**src/rtl/mult_batch_sequencer.sv**
```systemverilog
// ============================================================================
// Module   : mult_batch_sequencer
// Brief    : Runs a batch of operand pairs through a shared multiplier and
//            stores the products in the result RAM.
// Revision : 1.0  initial release
// ============================================================================
`default_nettype none

module mult_batch_sequencer #(
    parameter int ADDR_W = 8,
    parameter int DATA_W = 16
) (
    input  logic                  clk_i,
    input  logic                  rst_i,
    input  logic                  start_i,
    input  logic [ADDR_W-1:0]     op_base_i,
    input  logic [ADDR_W-1:0]     res_base_i,
    input  logic [ADDR_W-1:0]     count_i,
    output logic [ADDR_W-1:0]     rd_addr_o,
    input  logic [DATA_W-1:0]     rd_data_i,
    output logic                  wr_en_o,
    output logic [ADDR_W-1:0]     wr_addr_o,
    output logic [2*DATA_W-1:0]   wr_data_o,
    output logic                  mult_start_o,
    output logic [DATA_W-1:0]     mult_a_o,
    output logic [DATA_W-1:0]     mult_b_o,
    input  logic                  mult_end_i,
    input  logic [2*DATA_W-1:0]   mult_result_i,
    output logic                  busy_o,
    output logic                  done_o,
    output logic [3:0]            state_o
);

    typedef enum logic [3:0] {
        S_IDLE         = 4'd0,
        S_READ_A       = 4'd1,
        S_READ_B       = 4'd2,
        S_CAPTURE_B    = 4'd3,
        S_INIT_CALC    = 4'd4,
        S_WAIT_CALC    = 4'd5,
        S_STORE        = 4'd6,
        S_NEXT         = 4'd7,
        S_END_CALC     = 4'd8,
        S_WAIT_RELEASE = 4'd9
    } state_t;

    localparam logic [ADDR_W-1:0] c_ONE = {{(ADDR_W-1){1'b0}}, 1'b1};

    state_t                r_state;
    state_t                w_next;
    logic [ADDR_W-1:0]     r_op_base;
    logic [ADDR_W-1:0]     r_res_base;
    logic [ADDR_W-1:0]     r_count;
    logic [ADDR_W-1:0]     r_idx;
    logic [ADDR_W-1:0]     r_rd_addr;
    logic [ADDR_W-1:0]     r_wr_addr;
    logic [DATA_W-1:0]     r_a;
    logic [DATA_W-1:0]     r_b;
    logic [2*DATA_W-1:0]   r_prod;

    logic [ADDR_W-1:0]     w_addr_a;
    logic [ADDR_W-1:0]     w_addr_b;
    logic [ADDR_W-1:0]     w_res_addr;
    logic                  w_last;

    // Address arithmetic wraps naturally at ADDR_W bits.
    assign w_addr_a   = r_op_base + {r_idx[ADDR_W-2:0], 1'b0};
    assign w_addr_b   = w_addr_a + c_ONE;
    assign w_res_addr = r_res_base + r_idx;
    // r_count is never zero while pairs are being processed.
    assign w_last     = (r_idx == (r_count - c_ONE));

    always_comb begin
        w_next       = r_state;
        rd_addr_o    = r_rd_addr;
        wr_addr_o    = r_wr_addr;
        wr_en_o      = 1'b0;
        mult_start_o = 1'b0;
        case (r_state)
            S_IDLE: begin
                if (start_i) begin
                    w_next = (count_i != '0) ? S_READ_A : S_END_CALC;
                end
            end
            S_READ_A: begin
                rd_addr_o = w_addr_a;
                w_next    = S_READ_B;
            end
            S_READ_B: begin
                rd_addr_o = w_addr_b;
                w_next    = S_CAPTURE_B;
            end
            S_CAPTURE_B: w_next = S_INIT_CALC;
            S_INIT_CALC: begin
                mult_start_o = 1'b1;
                w_next       = S_WAIT_CALC;
            end
            S_WAIT_CALC: begin
                if (mult_end_i) begin
                    w_next = S_STORE;
                end
            end
            S_STORE: begin
                wr_en_o   = 1'b1;
                wr_addr_o = w_res_addr;
                w_next    = S_NEXT;
            end
            S_NEXT:      w_next = w_last ? S_END_CALC : S_READ_A;
            S_END_CALC:  w_next = S_WAIT_RELEASE;
            S_WAIT_RELEASE: begin
                if (!start_i) begin
                    w_next = S_IDLE;
                end
            end
            default:     w_next = S_IDLE;
        endcase
    end

    always_ff @(posedge clk_i) begin
        if (rst_i) begin
            r_state    <= S_IDLE;
            r_op_base  <= '0;
            r_res_base <= '0;
            r_count    <= '0;
            r_idx      <= '0;
            r_rd_addr  <= '0;
            r_wr_addr  <= '0;
            r_a        <= '0;
            r_b        <= '0;
            r_prod     <= '0;
        end else begin
            r_state   <= w_next;
            r_rd_addr <= rd_addr_o;
            r_wr_addr <= wr_addr_o;
            case (r_state)
                S_IDLE: begin
                    r_idx <= '0;
                    if (start_i && (count_i != '0)) begin
                        r_op_base  <= op_base_i;
                        r_res_base <= res_base_i;
                        r_count    <= count_i;
                    end
                end
                // The RAM returns data one cycle after the address is shown.
                S_READ_B:    r_a <= rd_data_i;
                S_CAPTURE_B: r_b <= rd_data_i;
                S_WAIT_CALC: begin
                    if (mult_end_i) begin
                        r_prod <= mult_result_i;
                    end
                end
                S_NEXT: begin
                    if (!w_last) begin
                        r_idx <= r_idx + c_ONE;
                    end
                end
                default: ;
            endcase
        end
    end

    assign mult_a_o  = r_a;
    assign mult_b_o  = r_b;
    assign wr_data_o = r_prod;
    assign busy_o    = (r_state != S_IDLE) && (r_state != S_WAIT_RELEASE);
    assign done_o    = (r_state == S_WAIT_RELEASE);
    assign state_o   = r_state;

endmodule

`default_nettype wire

```
**config.mk**
```make
export PLATFORM = sky130hd
export DESIGN_NAME = mult_batch_sequencer
export DESIGN_NICKNAME = d
export VERILOG_FILES = /design/src/rtl/mult_batch_sequencer.sv
export SDC_FILE = /design/constraint.sdc
export NUM_CORES = 1
export LEC_CHECK = 0
export ABC_AREA = 1
export BUFFER_PORTS_ARGS = -buffer_cell sky130_fd_sc_hd__buf_2
export CORE_MARGIN = 5
export CORE_UTILIZATION = 35
export DETAILED_ROUTE_END_ITERATION = 10
export HOLD_SLACK_MARGIN = 0.05
export SYNTH_ARGS = -nofsm -noshare
export SYNTH_HDL_FRONTEND = slang
export SYNTH_SLANG_ARGS = --single-unit
export TNS_END_PERCENT = 5
```
**constraint.sdc**
```tcl
create_clock -name clk_i -period 2.3 [get_ports clk_i]
set_input_delay 0.23 -clock clk_i [delete_from_list [all_inputs] [get_ports clk_i]]
set_output_delay 0.23 -clock clk_i [all_outputs]
set_load 0.05 [all_outputs]
```
* Yosys cells after proc, flatten, opt, wreduce, memory -nomap -nowiden
Cells that the tools add are included.
** Word-level totals
- Register bits after elaboration :: 116
- Bits of input ports :: 76
- Output and inout bits :: 88
- Word-level logic and storage cells :: 52
** Operators by class
- $add $sub $neg :: 5
- Eq/ne operators :: 15
- Multiplexer cells :: 12
- Reductions and logical operators :: 10
** Operator list (count)
- 4-bit one-hot mux with 10 select lines :: 1
- 8-bit one-hot mux with 2 select lines :: 2
- 4-bit 2-to-1 mux :: 5
- 8-bit by 1-bit adder with 8-bit output (second input constant) :: 2
- 8-bit adder :: 2
- 4-bit by 3-bit equality test with 1-bit output (second input constant) :: 4
- 8-bit 2-to-1 mux :: 2
- 4-bit by 2-bit equality test with 1-bit output (second input constant) :: 2
- 4-bit equality test (second input constant) :: 2
- 8-bit equality test :: 1
- 2-bit != test (second input constant) :: 4
- 8-bit nonzero test :: 1
- 8-bit by 1-bit subtractor with 8-bit output (second input constant) :: 1
- 2-bit AND reduction :: 3
- 4-bit by 1-bit equality test with 1-bit output (second input constant) :: 1
- 4-bit zero test :: 1
- 4-bit != test (second input constant) :: 1
- 4-bit nonzero test :: 1
- 3-bit AND reduction :: 1
- 1-bit logical AND :: 2
- 1-bit 2-to-1 mux :: 2
- 2-bit nonzero test :: 1

* Longest topological paths before layout
Gate-level depths: netlist (run 1).
- Word-level depth :: 4
- Mapped depth :: 16
- Gate-level depth less buffers :: 16

* Worst setup path after synthesis (run 1)
No wires, ideal clock.
- Kind :: register -> output
- Start :: register r_state[0], in the netlist state_o[0]
- End :: output busy_o
- Data arrival time :: 2.658 ns
- Data required time :: 2.070 ns
- Path slack :: -0.588 ns
- Cell stages (with the launch flop) :: 6
- Path buffers :: 0
- Path through :: dfxtp_1 -> inv_2 -> nor2_1 -> inv_2 -> nor3_1 -> nor2_1
** On the way
- Longest elaborated chain between the ends :: 2
- Elaborated cells on any way between the ends :: 3
- Classes of those cells :: eq/ne: 1; reduce/logical: 2
** RTL lines
- start, declared :: RTL line 49 : state_t r_state;
- start signal, assigned :: RTL line 132 : r_state <= w_next;
- 4-bit != test / 4-bit nonzero test (equally long branches) :: RTL line 165 : assign busy_o = (r_state != S_IDLE) && (r_state != S_WAIT_RELEASE);
- 1-bit logical AND (*) :: RTL line 165
- end, declared :: RTL line 29 : output logic busy_o,
Mark *: on every way between the ends. The rest lies on a longest branch, timed or not.

* Worst setup path in the final report (run 1)
- Start :: register r_idx[0]
- End :: output rd_addr_o[7]
** On the way
- Longest elaborated chain between the ends :: 3
** RTL lines
- start, declared :: RTL line 54 : logic [ADDR_W-1:0] r_idx;
- start signal, assigned :: RTL line 154 : r_idx <= r_idx + c_ONE;
- 8-bit adder (*) :: RTL line 67 : assign w_addr_a = r_op_base + {r_idx[ADDR_W-2:0], 1'b0};
- 8-bit by 1-bit adder with 8-bit output :: RTL line 68 : assign w_addr_b = w_addr_a + c_ONE;
- 8-bit one-hot mux with 2 select lines (*) :: RTL line 79 : case (r_state)
- end, declared :: RTL line 19 : output logic [ADDR_W-1:0] rd_addr_o,
Marks and branches as above.

==> results.json, run 1 <==
{
  "p_leak_nw": 3.53,
  "status": "finished, violations left",
  "finalSetupViolCount": 10,
  "hpwl_um": 11500,
  "cts_buffer_depth": 2,
  "place_area_mm2": 0.00663,
  "dr_wl_met3_um": 645,
  "cp_max_fo": 3,
  "synth_warnings": 0,
  "final_cell_mix": "nand2_1, buf_2, dfxtp_1",
  "synthXorXnorAreaFrac": 0.0223,
  "rsz0062_at_grt": "yes",
  "hold_path.class": "in2reg",
  "die_area_mm2": 0.0183,
  "rr_worst_depth": 15,
  "peakVddDrop_uv": 515,
  "clk-insertion-delay-late_ps": 410,
  "start_util": 0.358,
  "core_mm2": 0.0153,
  "hold_viol_final": 0,
  "final_nets": 1059,
  "met1_length_um": 7010,
  "die_w_um": 135,
  "violations": "negative setup slack",
  "dr.max_layer_used": "met4",
  "die_y_um": 135,
  "startpoint_type": "flip-flop",
  "netlist_instances": 776,
  "wl_met2_um": 8140,
  "layout_commonest_cell": "nand2_1",
  "period_minus_slack_ps": 2590,
  "period_share": 1.13,
  "synthSimpleGateAreaFrac": 0.302,
  "gr-total-overflow": 0,
  "power.density_mw_per_mm2": 834,
  "synth_area_mm2": 0.00549,
  "viasPerCell": 4.61,
  "cts_buffers": 17,
  "numPlacedInstances": 1141,
  "worst_pin_slew_ps": 855,
  "cp.arrival_ps": 2360,
  "synth_top_family_by_area": "simple AND/OR/NAND/NOR gates",
  "areaGrowthSynthToFinish_pct": 38.3,
  "htree_num_levels": 4,
  "r2r_end": "r_rd_addr[6]",
  "drive_above_1_share": 0.302,
  "avgRoutedWirePerCell_um": 13.5,
  "rr_startpoint": "r_idx[0]",
  "ant_nets": 0,
  "place.gp.congestion": 0.820,
  "grt_start_max_net_pins": 76,
  "cp.required_ps": 2070,
  "cts.clk_slew.worst_paths_ps": 50,
  "n_antenna_cell": 0,
  "synth-compound-area-share": 0.138,
  "cap_viol_max_count": 0,
  "finalMaxSlewViolations": 0,
  "worstHoldStart": "rd_data_i[7]",
  "clock_sinks": 116,
  "final_cells": 1189,
  "grt.total_usage": 0.176,
  "num_rows": 45,
  "path_class": "reg2out",
  "wirelength_um": 16000,
  "port_buffers": 163,
  "synth.distinct_cells": 33,
  "max_freq_ghz": 0.386,
  "ys_seq_elements": 116,
  "cts_tree": "yes",
  "postLayoutSetupSlackWorst_ps": -288,
  "num_vias": 5484,
  "grt_pass1_wl_um": 25700,
  "hold_depth": 3,
  "reg2reg_slack_ps": -290,
  "dr.pass1.iters": 4,
  "relSlewSlack": 0.430,
  "place_ws_ps": -53.9,
  "fin_worst_skew_ps": 6.85,
  "design_area_mm2": 0.00759,
  "boundaryPins": 164,
  "drtIter0Drc": 314,
  "seq_area_frac_synth": 0.423,
  "antenna_found_initial": 0,
  "root_buffer": "clkbuf_16",
  "worst_setup_path_end_kind": "output pin",
  "first_global_vias": 5312,
  "syn_nets": 870,
  "synthAdderAreaFrac": 0.0438,
  "synthMuxAreaShare": 0,
  "drc": 0,
  "syn-mean-instance-area_um2": 7.07,
  "whs_endpoint": "mult_b_o[7]"
}
-- synth_stat cells (all sizes together) --
cell,instances,area [um^2]
nand4,10,62.6
a31oi,3,18.8
dfxtp,116,2320
buf,10,53.8
a32o,1,10.0
fa,2,40.0
nand2,172,671
xor2,7,61.3
a211oi,3,27.5
clkinv,1,3.75
ha,16,200
xnor2,7,61.3
clkbuf,24,90.1
nand3,67,335
nor3,2,10.0
inv,64,240
a21oi,81,405
nor2,119,492
o21ai,57,285
a21o,1,7.51
nand3b,4,30.0
or2,7,43.8
nor3b,2,15.0
-- per-layer routing --
| layer | track usage | up-vias |
|---|---|---|
| li1 | - | 2902 |
| met1 | 0.211 | 2467 |
| met2 | 0.302 | 100 |
| met3 | 0.0494 | 15 |
| met4 | 0.0622 | 0 |
| met5 | 0 | - |
-- registers in the layout, summed over array words and instances (netlist names) --
signal	flops
state_o	4
mult_b_o	16
r_res_base	8
r_idx	8
r_rd_addr	8
wr_data_o	32
mult_a_o	16
r_count	8
r_op_base	8
r_wr_addr	8
-- cells by family after synthesis --
kind of cell               count (synthesis)
adders and majority gates                 18
DFF                                      116
buffers and inverters                     99
xor gates and xnor gates                  14
AOI/OAI and AO/OA                        146
and+or+nand+nor                          383
-- stage by stage --
| step | TNS (ps) | hold WS, ps | power, mW | util |
|---|---|---|---|---|
| after floorplan | -18.1 | 365 | 3.36 | - |
| after global placement | -25.2 | 445 | 3.75 | 0.433 |
| final | -1900 | 65.4 | 6.33 | 0.496 |
| after global routing | -3590 | 54.5 | 6.68 | 0.496 |
| after CTS | -2200 | 50.0 | 6.38 | 0.488 |
| after detailed placement | -55.4 | 450 | 3.75 | 0.433 |
-- cell type report --
class / instances / area [um^2]
Inverter: 65 / 246
Fill cell: 1586 / 7730
Timing Repair Buffer: 204 / 1240
Clock inverter: 11 / 103
Multi-Input combinational cell: 561 / 2930
Sequential cell: 116 / 2330
Clock buffer: 21 / 470
Tap cell: 211 / 264
-- timing repair --
action | in CTS | in global routing
hold buffers | 9 | 0
hold endpoints to repair | 9 | 0
setup buffers | 6 | 1
pin swaps | 12 | 10
endpoints found under the setup margin | 16 | 18
resized for setup | 45 | 28
-- critical path, stage by stage, from the launching register on --
cell	delay [ps]
dfxtp_4	360
ha_4	170
fa_2	570
nand3_4	100
nor2_4	140
nand2_2	80
nor2_4	100
nand2_1	60
nand2_1	70
nand3_2	80
nand2_2	90
buf_8	140
-- worst max-delay path by stage --
stage	start	endpoint	slack (ps)	cells after the start
floorplan	r_idx[0]	rd_addr_o[7]	-20	10
global placement	r_idx[0]	rd_addr_o[7]	-30	11
detailed placement	r_idx[0]	rd_addr_o[7]	-50	11
CTS	r_idx[0]	rd_addr_o[7]	-320	11
global route	r_idx[0]	rd_addr_o[7]	-430	11
finish	r_idx[0]	rd_addr_o[7]	-290	11
-- power by group --
group	switching [mW]	internal, mW	leakage [nW]
Sequential	0.100	2.16	0.945
Combinational	1.06	0.490	2.33
Clock	0.959	1.57	0.264
Total	2.12	4.21	3.53
Power figures use the tool's default switching activity.
==> run 2, diff against run 1 <==
--- a/config.mk
+++ b/config.mk
@@ -5,7 +5,6 @@
 export SDC_FILE = /design/constraint.sdc
 export NUM_CORES = 1
 export LEC_CHECK = 0
-export ABC_AREA = 1
 export BUFFER_PORTS_ARGS = -buffer_cell sky130_fd_sc_hd__buf_2
 export CORE_MARGIN = 5
 export CORE_UTILIZATION = 35
==> run 2 against run 1 <==
The run still ends with negative setup slack left. Register-to-register slack gained 140 ps. Hold slack got worse by 8.9 ps. Area after synthesis is 1.2% lower. Clock skew increased by 9.1 ps. Sequential share of layout area fell by 1.7 points. Cell area up 5.8%. Critical endpoint is now rd_addr_o[5].
==> results.json, run 2 <==
{
  "status": "finished, violations left",
  "violations": "negative setup slack",
  "worst_setup_path_end_kind": "output pin",
  "cp.required_ps": 2070,
  "postLayoutSetupSlackWorst_ps": -418,
  "grt.total_usage": 0.173,
  "worstHoldStart": "rd_data_i[3]",
  "port_buffers": 163,
  "cts_buffer_depth": 2,
  "place.gp.congestion": 0.790,
  "synthFlopType": "dfxtp_1",
  "cts_tree": "yes",
  "die_y_um": 134,
  "die_w_um": 134,
  "boundaryPins": 164,
  "clk-insertion-delay-late_ps": 420,
  "cap_viol_max_count": 0,
  "p_leak_nw": 3.46,
  "startpoint_type": "flip-flop",
  "yosysMostFrequentCell": "nand2_1",
  "viasPerCell": 4.81,
  "period_minus_slack_ps": 2720,
  "synthArstFlopShare": 0,
  "worst_pin_slew_ps": 1130,
  "fin_util": 0.528,
  "finalSetupViolCount": 18,
  "drtIter0Drc": 292,
  "rr_startpoint": "r_count[0]",
  "synth.distinct_cells": 58,
  "drc": 0,
  "n_antenna_cell": 0,
  "core_mm2": 0.0152,
  "wirelength_um": 15900,
  "drive_above_1_share": 0.324,
  "gr-total-overflow": 0,
  "final_cells": 1135,
  "finalMaxSlewViolations": 0,
  "synth-edff-count": 0,
  "fin_worst_skew_ps": 16.0,
  "num_vias": 5460,
  "die_area_mm2": 0.0181,
  "peakVddDrop_uv": 548,
  "clock_sinks": 116,
  "cp_max_fo": 4,
  "crit_slowest_cell": "fa_2",
  "cts_buffers": 17,
  "final_cell_mix": "nand2_1, buf_2, dfxtp_1",
  "ant_nets": 0,
  "largest_reg_flops": 32,
  "first_global_vias": 5350,
  "areaGrowthSynthToFinish_pct": 48.1,
  "path_class": "reg2out",
  "power.density_mw_per_mm2": 751,
  "relSlewSlack": 0.244,
  "avgRoutedWirePerCell_um": 14.0,
  "seq_area_frac_synth": 0.429,
  "crit_chain": "ha_2 > fa_2 > a21o_1 > a21oi_4 > xnor2_2 > buf_4 > and3b_1 > o21ai_2 > nand2_1 > buf_6",
  "start_util": 0.356,
  "htree_num_levels": 4,
  "dr.pass1.iters": 4,
  "hold_path.class": "in2reg",
  "syn-mean-instance-area_um2": 7.81,
  "antenna_found_initial": 0,
  "ys_seq_elements": 116,
  "hpwl_um": 10900,
  "num_rows": 45,
  "critPathLaunch": "r_op_base[1]",
  "synth_area_leader_cell": "dfxtp_1",
  "synth_area_mm2": 0.00542,
  "root_buffer": "clkbuf_16",
  "hold_viol_final": 0,
  "synth_top_area_frac": 0.429,
  "layout_commonest_cell": "nand2_1",
  "cts_setup_buffers": 0,
  "period_share": 1.18,
  "max_freq_ghz": 0.368,
  "final_nets": 1028,
  "rsz0062_at_grt": "yes",
  "cts.clk_slew.worst_paths_ps": 60,
  "cpPeakStageDelay_ps": 340,
  "syn_nets": 788,
  "cp.arrival_ps": 2490,
  "synth_top_cells_by_count": "nand2_1, dfxtp_1, a21oi_1, clkbuf_1, nor2_1",
  "synth_warnings": 0,
  "netlist_instances": 694,
  "grt_pass1_wl_um": 25500,
  "synth_area_leaders": "dfxtp_1, nand2_1, a21oi_1, ha_1, clkbuf_1",
  "numPlacedInstances": 1056,
  "grt_start_max_net_pins": 67
}
==> run 2: cell count changes after synthesis, moves of 12 or more <==
cell,before,now
nor2_1,105,21
nand3_1,67,11
inv_1,57,15
nand2_1,166,206
o21ai_0,56,19
a21oi_1,81,109
nor2_2,12,0
nor2b_1,0,12
==> run 2: cells by family after synthesis <==
kind of cell	Yosys count	share of synthesized area
adders and majority gates	18	0.0443
buffers and inverters	54	0.0453
DFF	116	0.429
AOI/OAI and AO/OA	169	0.185
muxes	1	0.00185
and+or+nand+nor	318	0.266
xor gates and xnor gates	18	0.0291
==> run 2: path summary, 6_finish.rpt <==
kind                                     end  slack (ps)  cells after the start
worst min-delay path             mult_b_o[3]          60                      3
worst max register to register      r_idx[5]        -150                      7
worst max-delay path            rd_addr_o[5]        -420                     10
worst min register to register  mult_b_o[13]         450                      2
==> run 2: routing by layer <==
layer,wire length [um],vias up,global-route usage
met5,0,-,0
met4,187,0,0.0537
met3,1080,10,0.0664
met2,7860,115,0.292
met1,6810,2494,0.205
li1,-,2841,-
==> run 2: worst max-delay path, delay by kind of cell, from the launching register on <==
| kind | cells | cell delay [ps] |
|---|---|---|
| buffers and inverters | 2 | 320 |
| adders and majority gates | 2 | 530 |
| DFF | 1 | 320 |
| and+or+nand+nor | 2 | 270 |
| xor gates and xnor gates | 1 | 140 |
| AOI/OAI and AO/OA | 3 | 520 |
==> run 2: area by class of cell <==
class | count | area [um^2]
Tap cell | 188 | 235
Timing Repair Buffer | 260 | 1770
Sequential cell | 116 | 2330
Clock inverter | 14 | 178
Multi-Input combinational cell | 524 | 3020
Clock buffer | 18 | 439
Inverter | 15 | 56.3
Fill cell | 1463 | 7180
==> run 2: what timing repair did <==
item | CTS | global route
hold endpoints to repair | 48 | 0
hold buffers | 47 | 0
resized for setup | 49 | 24
endpoints found under the setup margin | 23 | 25
pin swaps | 7 | 10
==> run 2: report_power, final <==
| part | leakage, nW | internal (mW) | total [mW] | switching [mW] |
|---|---|---|---|---|
| registers | 0.943 | 2.10 | 2.15 | 0.0565 |
| logic | 2.22 | 0.441 | 1.13 | 0.691 |
| clock network | 0.290 | 1.74 | 2.75 | 1.00 |
==> run 2: per-stage QoR <==
| stage | power [mW] | setup WS, ps | hold WS [ps] | instance area, um^2 | setup TNS, ps |
|---|---|---|---|---|---|
| global placement | 3.21 | -191 | 438 | 6720 | -1530 |
| global route | 6.29 | -558 | 50.2 | 8030 | -6180 |
| floorplan | 2.88 | -332 | 366 | 5460 | -3610 |
| CTS | 6.07 | -456 | 50.2 | 7950 | -4670 |
| finish | 6.03 | -418 | 56.5 | 8030 | -3920 |
| detailed placement | 3.22 | -251 | 443 | 6720 | -1960 |
==> run 3, diff against run 2 <==
==> constraint.sdc (replaced) <==
create_clock -name clk_i -period 2.3 [get_ports clk_i]
set_input_delay 0.23 -clock clk_i [delete_from_list [all_inputs] [get_ports clk_i]]
set_output_delay 0.23 -clock clk_i [all_outputs]
set_load 0.01 [all_outputs]
==> run 3 against run 2 <==
The flow still finishes with violations (negative setup slack). Cell count decreased by 1.2%. Total power fell by 3.4%. Core utilization fell by 1.2 points. Fmax rose by 2.0%. Sequential power is essentially flat. Sequential share of layout area increased by 0.63 points. Clock skew fell by 6.8 ps. Cell area decreased by 2.2%. Hold slack improved by 14 ps. Non-clock buffer count fell by 14.
==> results.json, run 3 (synthesis results as in run 2) <==
{
  "status": "finished, violations left",
  "violations": "negative setup slack",
  "antenna_found_initial": 0,
  "drtIter0Drc": 235,
  "place.gp.congestion": 0.758,
  "boundaryPins": 164,
  "worst_setup_path_end_kind": "output pin",
  "num_rows": 45,
  "design_area_mm2": 0.00785,
  "first_global_vias": 5317,
  "drive_above_1_share": 0.318,
  "cts_tree": "yes",
  "startpoint_type": "flip-flop",
  "crit_chain": "ha_4 > fa_2 > a21o_1 > a21oi_4 > xnor2_2 > and3_4 > a21oi_4 > o31ai_4 > buf_2",
  "num_vias": 5448,
  "grt_pass1_wl_um": 25800,
  "holdWs_ps": 70.4,
  "final_cells": 1121,
  "netSwitchingFraction": 0.272,
  "power_mw": 5.83,
  "fin_setup_tns_ps": -2810,
  "worstHoldStart": "count_i[0]",
  "peakVddDrop_uv": 532,
  "viasPerCell": 4.86,
  "htree_num_levels": 4,
  "largest_reg_flops": 32,
  "p_comb_frac": 0.156,
  "critPathLaunch": "r_idx[0]",
  "worst_pin_slew_ps": 618,
  "rsz0062_at_grt": "yes",
  "place_area_mm2": 0.00668,
  "grt_start_max_net_pins": 85,
  "n_antenna_cell": 0,
  "fin_worst_skew_ps": 9.18,
  "relSlewSlack": 0.587,
  "core_mm2": 0.0152,
  "p_leak_nw": 3.40,
  "period_share": 1.16,
  "clk-insertion-delay-late_ps": 410,
  "finalMaxSlewViolations": 0,
  "seqPwrFrac": 0.369,
  "clkPwrFrac": 0.475,
  "cts.clk_slew.worst_paths_ps": 60,
  "hold_viol_final": 0,
  "port_buffers": 163,
  "p_int_mw": 4.24,
  "crit_slowest_cell": "fa_2",
  "power.density_mw_per_mm2": 742,
  "postLayoutSetupSlackWorst_ps": -365,
  "netSwitchingPower_mw": 1.58,
  "wirelength_um": 15800,
  "start_util": 0.356,
  "final_cell_mix": "nand2_1, buf_2, dfxtp_1",
  "layout_commonest_cell": "nand2_1",
  "ant_nets": 0,
  "numPlacedInstances": 1049,
  "root_buffer": "clkbuf_16",
  "max_freq_ghz": 0.375,
  "cp_max_fo": 4,
  "drc": 0,
  "hpwl_um": 11000,
  "areaGrowthSynthToFinish_pct": 44.8,
  "die_area_mm2": 0.0181,
  "period_minus_slack_ps": 2670,
  "final_nets": 1014,
  "cpPeakStageDelay_ps": 350,
  "cp.required_ps": 2070,
  "finalSetupViolCount": 16,
  "avgRoutedWirePerCell_um": 14.1,
  "path_class": "reg2out",
  "grt.total_usage": 0.174,
  "cts_buffer_depth": 2,
  "die_y_um": 134,
  "cp.arrival_ps": 2440,
  "hold_path.class": "in2reg",
  "gr-total-overflow": 0,
  "rr_startpoint": "r_count[0]",
  "clock_sinks": 116,
  "die_w_um": 134,
  "dr.pass1.iters": 4,
  "nFillCells": 1490,
  "worst_path_most_repeated_cell": "a21oi_4",
  "place_ws_ps": -155,
  "cts_buffers": 17,
  "fin_util": 0.516,
  "cap_viol_max_count": 0
}
## run 3: cell types whose count changed in the layout (fill, tap and decap cells not counted), sizes merged
cell	previous run	this run
buf	212	209
clkbuf	19	17
clkinv	4	3
clkinvlp	4	2
dlygate4sd3	47	37
inv	18	22
## run 3: routing by layer
metal	track usage	part of all wire	routed length, um	vias to the layer above
li1	-	-	-	2808
met1	0.220	0.44	7000	2507
met2	0.285	0.48	7540	122
met3	0.0563	0.066	1040	11
met4	0.0520	0.011	175	0
met5	0	0	0	-
## run 3: layout make-up
class	instances	area, um^2	share of cell area
Clock buffer	17	425	0.0542
Clock inverter	15	195	0.0249
Inverter	15	56.3	0.00717
Multi-Input combinational cell	524	3040	0.387
Sequential cell	116	2330	0.297
Tap cell	188	235	0.0300
Timing Repair Buffer	246	1570	0.200
## run 3: worst max-delay path: cells and delay by family, from the launching register on
kind	cells	cell delay, ps
AND/OR/NAND/NOR	1	250
adder cells (fa/ha/maj)	2	510
buffers and inverters	1	150
flip-flops	1	340
XOR/XNOR	1	150
AO/OA/AOI/OAI	4	630
## run 3: worst paths after layout
kind                   to  slack, ps  cells past startpoint
min            r_count[0]         70                      3
max          rd_addr_o[7]       -370                      9
max reg2reg      r_idx[3]       -140                      7
min reg2reg   mult_a_o[1]        450                      2
## run 3: power by group through the flow
stage               sequential (mW)  combinational [mW]  clock (mW)
finish                         2.15               0.910        2.77
CTS                            2.15               0.904        2.84
detailed placement             2.19               0.835           0
floorplan                      2.21               0.487           0
global placement               2.19               0.827           0
global route                   2.16                1.01        2.94
## run 3: what timing repair did
| item | CTS | global route |
|---|---|---|
| endpoints found under the hold margin | 37 | 0 |
| pin swaps | 17 | 10 |
| buffers inserted | 2 | 1 |
| hold buffers | 37 | 0 |
| endpoints found under the setup margin | 21 | 25 |
| gates resized for setup | 29 | 13 |
